--- config.mk ---
export PLATFORM = sky130hd
export DESIGN_NAME = four_bit_serial_loader_flat
export DESIGN_NICKNAME = d
export VERILOG_FILES = /design/src/rtl/four_bit_serial_loader_if.sv /design/src/rtl/four_bit_serial_loader.sv /design/src/flat_wrapper.sv
export SDC_FILE = /design/constraint.sdc
export NUM_CORES = 1
export LEC_CHECK = 0
export ABC_AREA = 0
export BUFFER_PORTS_ARGS = -buffer_cell sky130_fd_sc_hd__buf_2
export CAP_MARGIN = 20
export CORE_MARGIN = 3
export CORE_UTILIZATION = 38
export CTS_CLUSTER_DIAMETER = 120
export CTS_CLUSTER_SIZE = 12
export DETAILED_ROUTE_END_ITERATION = 16
export PLACE_DENSITY = 0.55
export SLEW_MARGIN = 20
export SYNTH_ARGS = -nofsm -noshare
export SYNTH_HDL_FRONTEND = slang
export SYNTH_SLANG_ARGS = --single-unit
--- constraint.sdc ---
create_clock -name clk -period 2.21 [get_ports clk]
set_clock_uncertainty 0.2 [all_clocks]
set_input_delay 0.5525 -clock clk [delete_from_list [all_inputs] [get_ports clk]]
set_output_delay 0.5525 -clock clk [all_outputs]
set_load 0.01 [all_outputs]
--- src/rtl/four_bit_serial_loader_if.sv ---
// Bus bundle for the serial nibble loader: serial input side plus the
// word handshake towards the downstream 4-bit register.
interface four_bit_serial_loader_if;
    logic       start;
    logic       ser_in;
    logic       ser_valid;
    logic       word_ready;
    logic [3:0] word_out;
    logic       word_valid;
    logic       busy;
    logic       overrun;

    // Producer of serial bits and consumer of completed words
    modport master (
        output start, ser_in, ser_valid, word_ready,
        input  word_out, word_valid, busy, overrun
    );

    // The loader itself
    modport slave (
        input  start, ser_in, ser_valid, word_ready,
        output word_out, word_valid, busy, overrun
    );
endinterface

--- src/rtl/four_bit_serial_loader.sv ---
// Serial-to-parallel front end: gathers four LSB-first bits after a start
// request and offers the finished nibble on a valid/ready handshake.
// Partial words never reach word_out; every output comes straight from a flop.
module four_bit_serial_loader (
    input  logic                     clk,
    input  logic                     rst,
    four_bit_serial_loader_if.slave  bus
);

    typedef enum logic [1:0] {
        IDLE  = 2'd0,
        SHIFT = 2'd1,
        HOLD  = 2'd2
    } state_t;

    state_t     state_q, state_d;
    logic [1:0] cnt_q, cnt_d;
    logic [3:0] buf_q, buf_d;
    logic [3:0] word_q, word_d;
    logic       valid_q, valid_d;
    logic       busy_q, busy_d;
    logic       overrun_q, overrun_d;

    // Next-state logic: capture bits, publish the word, and run the handshake
    always_comb begin
        state_d   = state_q;
        cnt_d     = cnt_q;
        buf_d     = buf_q;
        word_d    = word_q;
        valid_d   = valid_q;
        busy_d    = busy_q;
        overrun_d = overrun_q;

        case (state_q)
            IDLE: begin
                if (bus.start) begin
                    state_d   = SHIFT;
                    cnt_d     = 2'd0;
                    overrun_d = 1'b0;
                    busy_d    = 1'b1;
                    valid_d   = 1'b0;
                end
            end

            SHIFT: begin
                if (bus.ser_valid) begin
                    buf_d[cnt_q] = bus.ser_in;
                    if (cnt_q == 2'd3) begin
                        // Last bit goes straight to the output so the word is ready this edge
                        word_d  = {bus.ser_in, buf_q[2:0]};
                        valid_d = 1'b1;
                        busy_d  = 1'b0;
                        cnt_d   = 2'd0;
                        state_d = HOLD;
                    end else begin
                        cnt_d = cnt_q + 2'd1;
                    end
                end
            end

            HOLD: begin
                if (bus.word_ready) begin
                    valid_d = 1'b0;
                    if (bus.start) begin
                        // Accepting a start wins over any bit that shows up now
                        state_d   = SHIFT;
                        cnt_d     = 2'd0;
                        overrun_d = 1'b0;
                        busy_d    = 1'b1;
                    end else begin
                        state_d = IDLE;
                        if (bus.ser_valid) begin
                            overrun_d = 1'b1;
                        end
                    end
                end else if (bus.ser_valid) begin
                    overrun_d = 1'b1;
                end
            end

            default: begin
                state_d = IDLE;
                busy_d  = 1'b0;
                valid_d = 1'b0;
            end
        endcase
    end

    // State and output registers, cleared immediately when rst drops
    always_ff @(posedge clk or negedge rst) begin
        if (!rst) begin
            state_q   <= IDLE;
            cnt_q     <= 2'd0;
            buf_q     <= 4'd0;
            word_q    <= 4'd0;
            valid_q   <= 1'b0;
            busy_q    <= 1'b0;
            overrun_q <= 1'b0;
        end else begin
            state_q   <= state_d;
            cnt_q     <= cnt_d;
            buf_q     <= buf_d;
            word_q    <= word_d;
            valid_q   <= valid_d;
            busy_q    <= busy_d;
            overrun_q <= overrun_d;
        end
    end

    assign bus.word_out   = word_q;
    assign bus.word_valid = valid_q;
    assign bus.busy       = busy_q;
    assign bus.overrun    = overrun_q;

endmodule

--- src/flat_wrapper.sv ---
// flat-port wrapper written by rule: the top's interface ports become plain ports
module four_bit_serial_loader_flat 
  (clk, rst, bus_start, bus_ser_in, bus_ser_valid, bus_word_ready, bus_word_out, bus_word_valid, bus_busy, bus_overrun);
  four_bit_serial_loader_if bus_i ();
  input  logic clk;
  input  logic rst;
  input wire logic [$bits(bus_i.start)-1:0] bus_start;
  input wire logic [$bits(bus_i.ser_in)-1:0] bus_ser_in;
  input wire logic [$bits(bus_i.ser_valid)-1:0] bus_ser_valid;
  input wire logic [$bits(bus_i.word_ready)-1:0] bus_word_ready;
  output wire logic [$bits(bus_i.word_out)-1:0] bus_word_out;
  output wire logic [$bits(bus_i.word_valid)-1:0] bus_word_valid;
  output wire logic [$bits(bus_i.busy)-1:0] bus_busy;
  output wire logic [$bits(bus_i.overrun)-1:0] bus_overrun;
  assign bus_i.start = bus_start;
  assign bus_i.ser_in = bus_ser_in;
  assign bus_i.ser_valid = bus_ser_valid;
  assign bus_i.word_ready = bus_word_ready;
  assign bus_word_out = bus_i.word_out;
  assign bus_word_valid = bus_i.word_valid;
  assign bus_busy = bus_i.busy;
  assign bus_overrun = bus_i.overrun;
  four_bit_serial_loader u_core (.clk(clk), .rst(rst), .bus(bus_i));
endmodule
==> summary.md, run 1 <==
| Metric | Value |
|---|---|
| Max Freq | `592 MHz` |
| WP data required | `2.17 ns` |
| Post-CTS Resized | `0` |
| LEAKAGE | `0.368 nW` |
| Ant diodes | `0` |
| Mapped cell area | `621 µm²` |
| WS Path Type | `register to register` |
| Fin nets | `76` |
| Reg area | `325 µm²` |
| Setup_tns | `0 ns` |
| Clk buf depth | `2` |
| Warnings from Yosys | `0` |
| Setup WS post-layout | `0.521 ns` |
| Hold WC Path Type | `input pin to register` |
| Relative slew slack | `80.3%` |
| WHS | `0.288 ns` |
| Worst-path clk slew | `0.08 ns` |
| Buffers on Ports | `12` |
| Synth Instances | `50` |
| Share of cells above drive strength 1 | `41.5%` |
| Worst Path Max Fanout | `5` |
| Critical Path End Type | `register` |
| Average size of a mapped cell | `12.4 µm²` |
| Yosys cell types | `19` |
| Final Hold Vio Count | `0` |
| Seq/Total Area, Yosys | `52.4%` |
| Final-report setup violation count | `0` |
| CTS tree | `built` |
| Die width | `46.4 µm` |
| Tightest Pin Transition | `0.296 ns` |
| Die Ht | `46.4 µm` |
| CP arrival | `1.65 ns` |
| Seq pwr share | `46.4%` |
| Max Cap Viol | `0` |
| Initial Util | `43.9%` |
| Internal power | `587 µW` |
| Detailed Route Iter0 Violations | `4` |
| Routed WL per cell | `12.6 µm` |
| CTS Root Cell | `clkbuf_4` |
| Detailed placer's ending HPWL | `788 µm` |
| Average vias per placed instance | `4.85` |
| Power per standard cell area | `1210 nW/µm²` |
| CP Launch Type | `register` |
| Largest net degree at the start of global routing | `14` |
| Fillers | `127` |
| Num rows | `13` |
| Routed Antenna Nets | `0` |
| Area grow syn2layout | `16.1%` |
| VDD IR-drop max | `0.454 mV` |
| I/O Pins | `13` |
| Gr ovfl total | `0` |
| Vias in the first global route | `370` |
| Total CTS buffers | `3` |
| 1st-pass router iterations | `2` |
| CTS Sinks | `13` |
| Multi-input gate area | `265 µm²` |
| Via count | `388` |
| Post-CTS Repair Setup Buffers | `0` |
| Min Clock Period, post-route | `1.69 ns` |
| WHS Path Cells | `2` |
| Post-synthesis register bit count | `13` |
| Combinational group share of total power | `37.3%` |
| Die Area | `2150 µm²` |
| Top cells by area, synth | `dfrtp_1 52%, mux2_4 9.7%, ha_1 8.1%, mux2_2 5.4%, nand2_1 3.6%` |
| Status | `finished, final reports clean` |
| Yosys top cell area share | `52.4%` |
| Clk pwr share | `16.3%` |
| P_sw | `286 µW` |
| Yosys top cell by area | `dfrtp_1` |
| Slew Viols, Final | `0` |
| Gpl congestion | `0.736` |
| RSZ-0062 raised after global routing | `no` |
| Skew-Pair Late Insertion Delay | `0.27 ns` |
| Sw frac | `32.7%` |
| Net Count, Synth | `60` |
| GR Util All Layers | `11.0%` |
| Dpl ws | `0.453 ns` |
| Initial antenna violation count | `0` |
| Post-route DRC | `0` |
| First-pass GRT wire length | `1610 µm` |
| Worst reg2reg path depth | `4` |
| Routed WL | `1010 µm` |
| H-tree depth | `1` |
| Total core area | `1420 µm²` |
| Final cycle utilization of the critical path | `76.4%` |
[cell families after synthesis]
family / count (synthesis) / synth area share (%)
AO/OA/AOI/OAI: 9 / 9.88
adder cells (fa/ha/maj): 4 / 8.06
buffers and inverters: 6 / 4.84
flip-flops: 13 / 52.4
multiplexers: 7 / 15.1
AND/OR/NAND/NOR: 11 / 9.68
[layout make-up]
class | instances | share of cell area, %
repair buffers | 13 | 9.72
flip-flops and latches | 13 | 45.1
multi-input cells | 31 | 36.8
clock buffers | 4 | 3.65
inverters | 4 | 2.08
well taps | 15 | 2.60
[Yosys cell counts]
| master | n |
|---|---|
| ha_1 | 4 |
| and3b_2 | 1 |
| o22ai_1 | 1 |
| buf_6 | 1 |
| inv_2 | 1 |
| inv_1 | 3 |
| nor2_1 | 2 |
| and2b_2 | 1 |
| a21oi_1 | 2 |
| dfrtp_1 | 13 |
| a31oi_1 | 1 |
| mux2_2 | 3 |
| a31o_2 | 1 |
| or3_4 | 1 |
| o31ai_1 | 3 |
| clkbuf_1 | 1 |
| o21a_1 | 1 |
| nand2_1 | 6 |
| mux2_4 | 4 |
[power by group through the flow]
stage / clock network (mW) / registers [mW] / logic [mW]
after floorplan: 0 / 0.421 / 0.223
after global placement: 0 / 0.412 / 0.328
after detailed placement: 0 / 0.412 / 0.327
after CTS: 0.152 / 0.407 / 0.331
after global routing: 0.161 / 0.423 / 0.371
final: 0.142 / 0.405 / 0.326
[metal layers]
metal | track usage, % | vias to the layer above | wire [µm]
met5 | 0 | - | 0
met2 | 14.8 | 11 | 431
li1 | - | 203 | -
met3 | 5.86 | 0 | 81
met4 | 3.41 | 0 | 0
met1 | 15.1 | 174 | 492
[flip-flops by register name (all words and copies together), names as in the netlist]
signal / cells
u_core.buf_q: 3
u_core.bus.busy: 1
u_core.bus.overrun: 1
u_core.bus.word_out: 4
u_core.bus.word_valid: 1
u_core.cnt_q: 2
u_core.state_q: 1
[cells in the final DEF (no fill, tap or decap), drive strengths merged]
master	Yosys	final
inv	4	4
clkbuf	1	4
a31o	1	1
dfrtp	13	13
and2b	1	1
or3	1	1
a21oi	2	2
o31ai	3	3
dlygate4sd3	0	1
ha	4	4
mux2	7	7
nor2	2	2
buf	1	12
o22ai	1	1
a31oi	1	1
o21a	1	1
and3b	1	1
nand2	6	6
[metrics by stage]
step           total power [mW]  instance area (µm²)  instances  util (%)
6_report                  0.873                  721         80      50.9
5_1_grt                   0.955                  721         80      50.9
4_1_cts                   0.890                  721         80      50.9
3_5_place_dp              0.740                  684         75      48.4
3_3_place_gp              0.740                  684         75      48.4
2_1_floorplan             0.643                  621         50         -
[path summary, 6_finish.rpt]
kind	startpoint	end	slack, ns
min in group asynchronous	rst	u_core.buf_q[0]	0.49
max	u_core.cnt_q[0]	u_core.bus.word_out[3]	0.52
min reg2reg	u_core.bus.overrun	u_core.bus.overrun	0.31
min	bus_word_ready	u_core.bus.word_valid	0.29
max reg2reg	u_core.cnt_q[0]	u_core.bus.word_out[3]	0.52
max in group asynchronous	rst	u_core.bus.busy	1.09
[critical path, cell delays in order (launching register included)]
cell and delay [ns]:
dfrtp_1 0.40, ha_1 0.18, nand2_1 0.09, or3_4 0.39, mux2_4 0.31
[timing repair]
item | in CTS | in global routing
hold buffers | 1 | 0
endpoints found under the setup margin | 0 | 0
hold endpoints to repair | 13 | 0
No activity file was read; power rests on OpenSTA's default activity.
==> run 2: changes to the inputs <==
clock period = 1.65 ns   (was 2.21 ns; I/O delays follow)
==> run 2 against run 1 <==
Maximum frequency up 2.8%. Setup slack worse by 0.51 ns. Via count is 12% higher. Worst hold slack lost 0.15 ns. Clock power up 32%. Combinational power is 57% higher. Count of clock-buffer cells in the layout unchanged. Critical path depth unchanged. Utilization increased by 1.9 points. Cell count grew 3.8%. Non-clock buffer count rose by 3.
==> summary.md, run 2 (synthesized netlist as in run 1, its figures left out) <==
| Metric | Value |
|---|---|
| Pwr Total | `1.23 mW` |
| Skew-Pair Late Insertion Delay | `0.27 ns` |
| Max stage delay on crit path | `0.38 ns` |
| Gr busiest metal | `met2` |
| Via count | `435` |
| WHS | `0.140 ns` |
| Max Freq | `609 MHz` |
| Relative slew slack | `81.0%` |
| CTS tree | `built` |
| Max Cap Viol | `0` |
| Num rows | `13` |
| Met3 Use GR | `5.86%` |
| Final cycle utilization of the critical path | `99.6%` |
| Initial antenna violation count | `0` |
| Final-report setup violation count | `0` |
| CTS Sinks | `13` |
| Hold WC Path Type | `input pin to register` |
| Met1 Resource Use GR | `15.0%` |
| I/O Pins | `13` |
| Setup WS post-layout | `0.00695 ns` |
| Routed WL per cell | `13.5 µm` |
| Fin nets | `79` |
| Largest net degree at the start of global routing | `14` |
| Min Clock Period, post-route | `1.64 ns` |
| Setup_tns | `0 ns` |
| CP Launch Type | `register` |
| Placed Area | `704 µm²` |
| Routed WL | `1120 µm` |
| Routing usage on met2 | `20.6%` |
| Commonest non-fill, non-tap cell in the layout | `dfrtp_1` |
| WS Path Type | `register to register` |
| Average vias per placed instance | `5.24` |
| GR Util All Layers | `12.7%` |
| Area grow syn2layout | `20.6%` |
| Vias in the first global route | `411` |
| Critical-path cell list | `ha_2 -> nand2_2 -> or3_4 -> mux2_4` |
| Critical Path End Type | `register` |
| Buffers on Ports | `12` |
| Dpl ws | `0.0157 ns` |
| Crit path max-delay cell type | `dfrtp_1` |
| Fin area | `748 µm²` |
| Power per standard cell area | `1650 nW/µm²` |
| Final Hold Vio Count | `0` |
| Tightest Pin Transition | `0.285 ns` |
| Most frequent cells in the layout | `13 x dfrtp_1, 12 x buf_2, 5 x nand2_1` |
| Gr ovfl total | `0` |
| Die width | `46.4 µm` |
| CP arrival | `1.60 ns` |
| RSZ-0062 raised after global routing | `yes` |
| Detailed Route Iter0 Violations | `6` |
| Gpl congestion | `0.732` |
| Die Area | `2150 µm²` |
| Status | `finished, final reports clean` |
| Total core area | `1420 µm²` |
| Slew Viols, Final | `0` |
| H-tree depth | `1` |
| Total CTS buffers | `3` |
| Max reg flops | `4` |
| First-pass GRT wire length | `1840 µm` |
| Fillers | `127` |
| WP data required | `1.60 ns` |
| 1st-pass router iterations | `4` |
| Detailed placer's ending HPWL | `879 µm` |
| Die Ht | `46.4 µm` |
| Worst Path Max Fanout | `5` |
| Post-route DRC | `0` |
| Clk buf depth | `2` |
| Worst-path clk slew | `0.07 ns` |
| Share of cells above drive strength 1 | `47.1%` |
| Routed Antenna Nets | `0` |
| VDD IR-drop max | `0.910 mV` |
| Post-CTS Resized | `0` |
| LEAKAGE | `0.381 nW` |
| CTS Root Cell | `clkbuf_4` |
| Initial Util | `43.9%` |
| Ant diodes | `0` |
run 2: changes by cell type in the layout (fill, tap and decap cells not counted):
cell and change:
buf_4 +3, ha_1 -1, ha_2 +1, nand2_1 -1
nand2_2 +1
run 2: worst paths after layout:
path	to	startpoint	slack [ns]	cells past startpoint
setup reg to reg	u_core.bus.word_out[2]	u_core.cnt_q[1]	0.007	4
min in group asynchronous	u_core.buf_q[0]	rst	0.35	2
hold / removal	u_core.bus.word_valid	bus_word_ready	0.14	2
max in group asynchronous	u_core.bus.word_valid	rst	0.68	2
hold reg to reg	u_core.bus.word_out[3]	u_core.bus.word_out[3]	0.31	1
setup / recovery	u_core.bus.word_out[2]	u_core.cnt_q[1]	0.007	4
run 2: final cells by class:
class | instances | area, µm² | share of cell area (%)
flip-flops and latches | 13 | 325 | 43.5
multi-input cells | 31 | 270 | 36.1
repair buffers | 16 | 92.6 | 12.4
clock buffers | 4 | 26.3 | 3.51
well taps | 15 | 18.8 | 2.51
inverters | 4 | 15.0 | 2.01
run 2: layer usage:
| metal | wire (µm) | part of all wire (%) | vias up |
|---|---|---|---|
| met5 | 0 | 0 | - |
| met1 | 510 | 45 | 206 |
| met3 | 66 | 5.9 | 0 |
| met2 | 545 | 49 | 20 |
| met4 | 0 | 0 | 0 |
| li1 | - | - | 209 |
run 2: worst max-delay path, delay by kind of cell (launching register included):
family	cells	cell delay (ns)
and+or+nand+nor	2	0.44
DFF	1	0.38
muxes	1	0.31
adders and majority gates	1	0.20
run 2: power by group:
part           internal (mW)  switching [mW]
combinational          0.281           0.230
clock                 0.0935          0.0945
sequential             0.452          0.0805
run 2: through the flow:
stage,cells,utilization [%]
5_1_grt,83,52.9
3_3_place_gp,77,49.8
6_report,83,52.9
3_5_place_dp,77,49.8
2_1_floorplan,50,-
4_1_cts,82,52.3
run 2: what timing repair did:
item | 4_1_cts | 5_1_grt
setup buffers | 0 | 1
hold buffers | 1 | 0
endpoints found under the hold margin | 13 | 0
endpoints found under the setup margin | 0 | 4
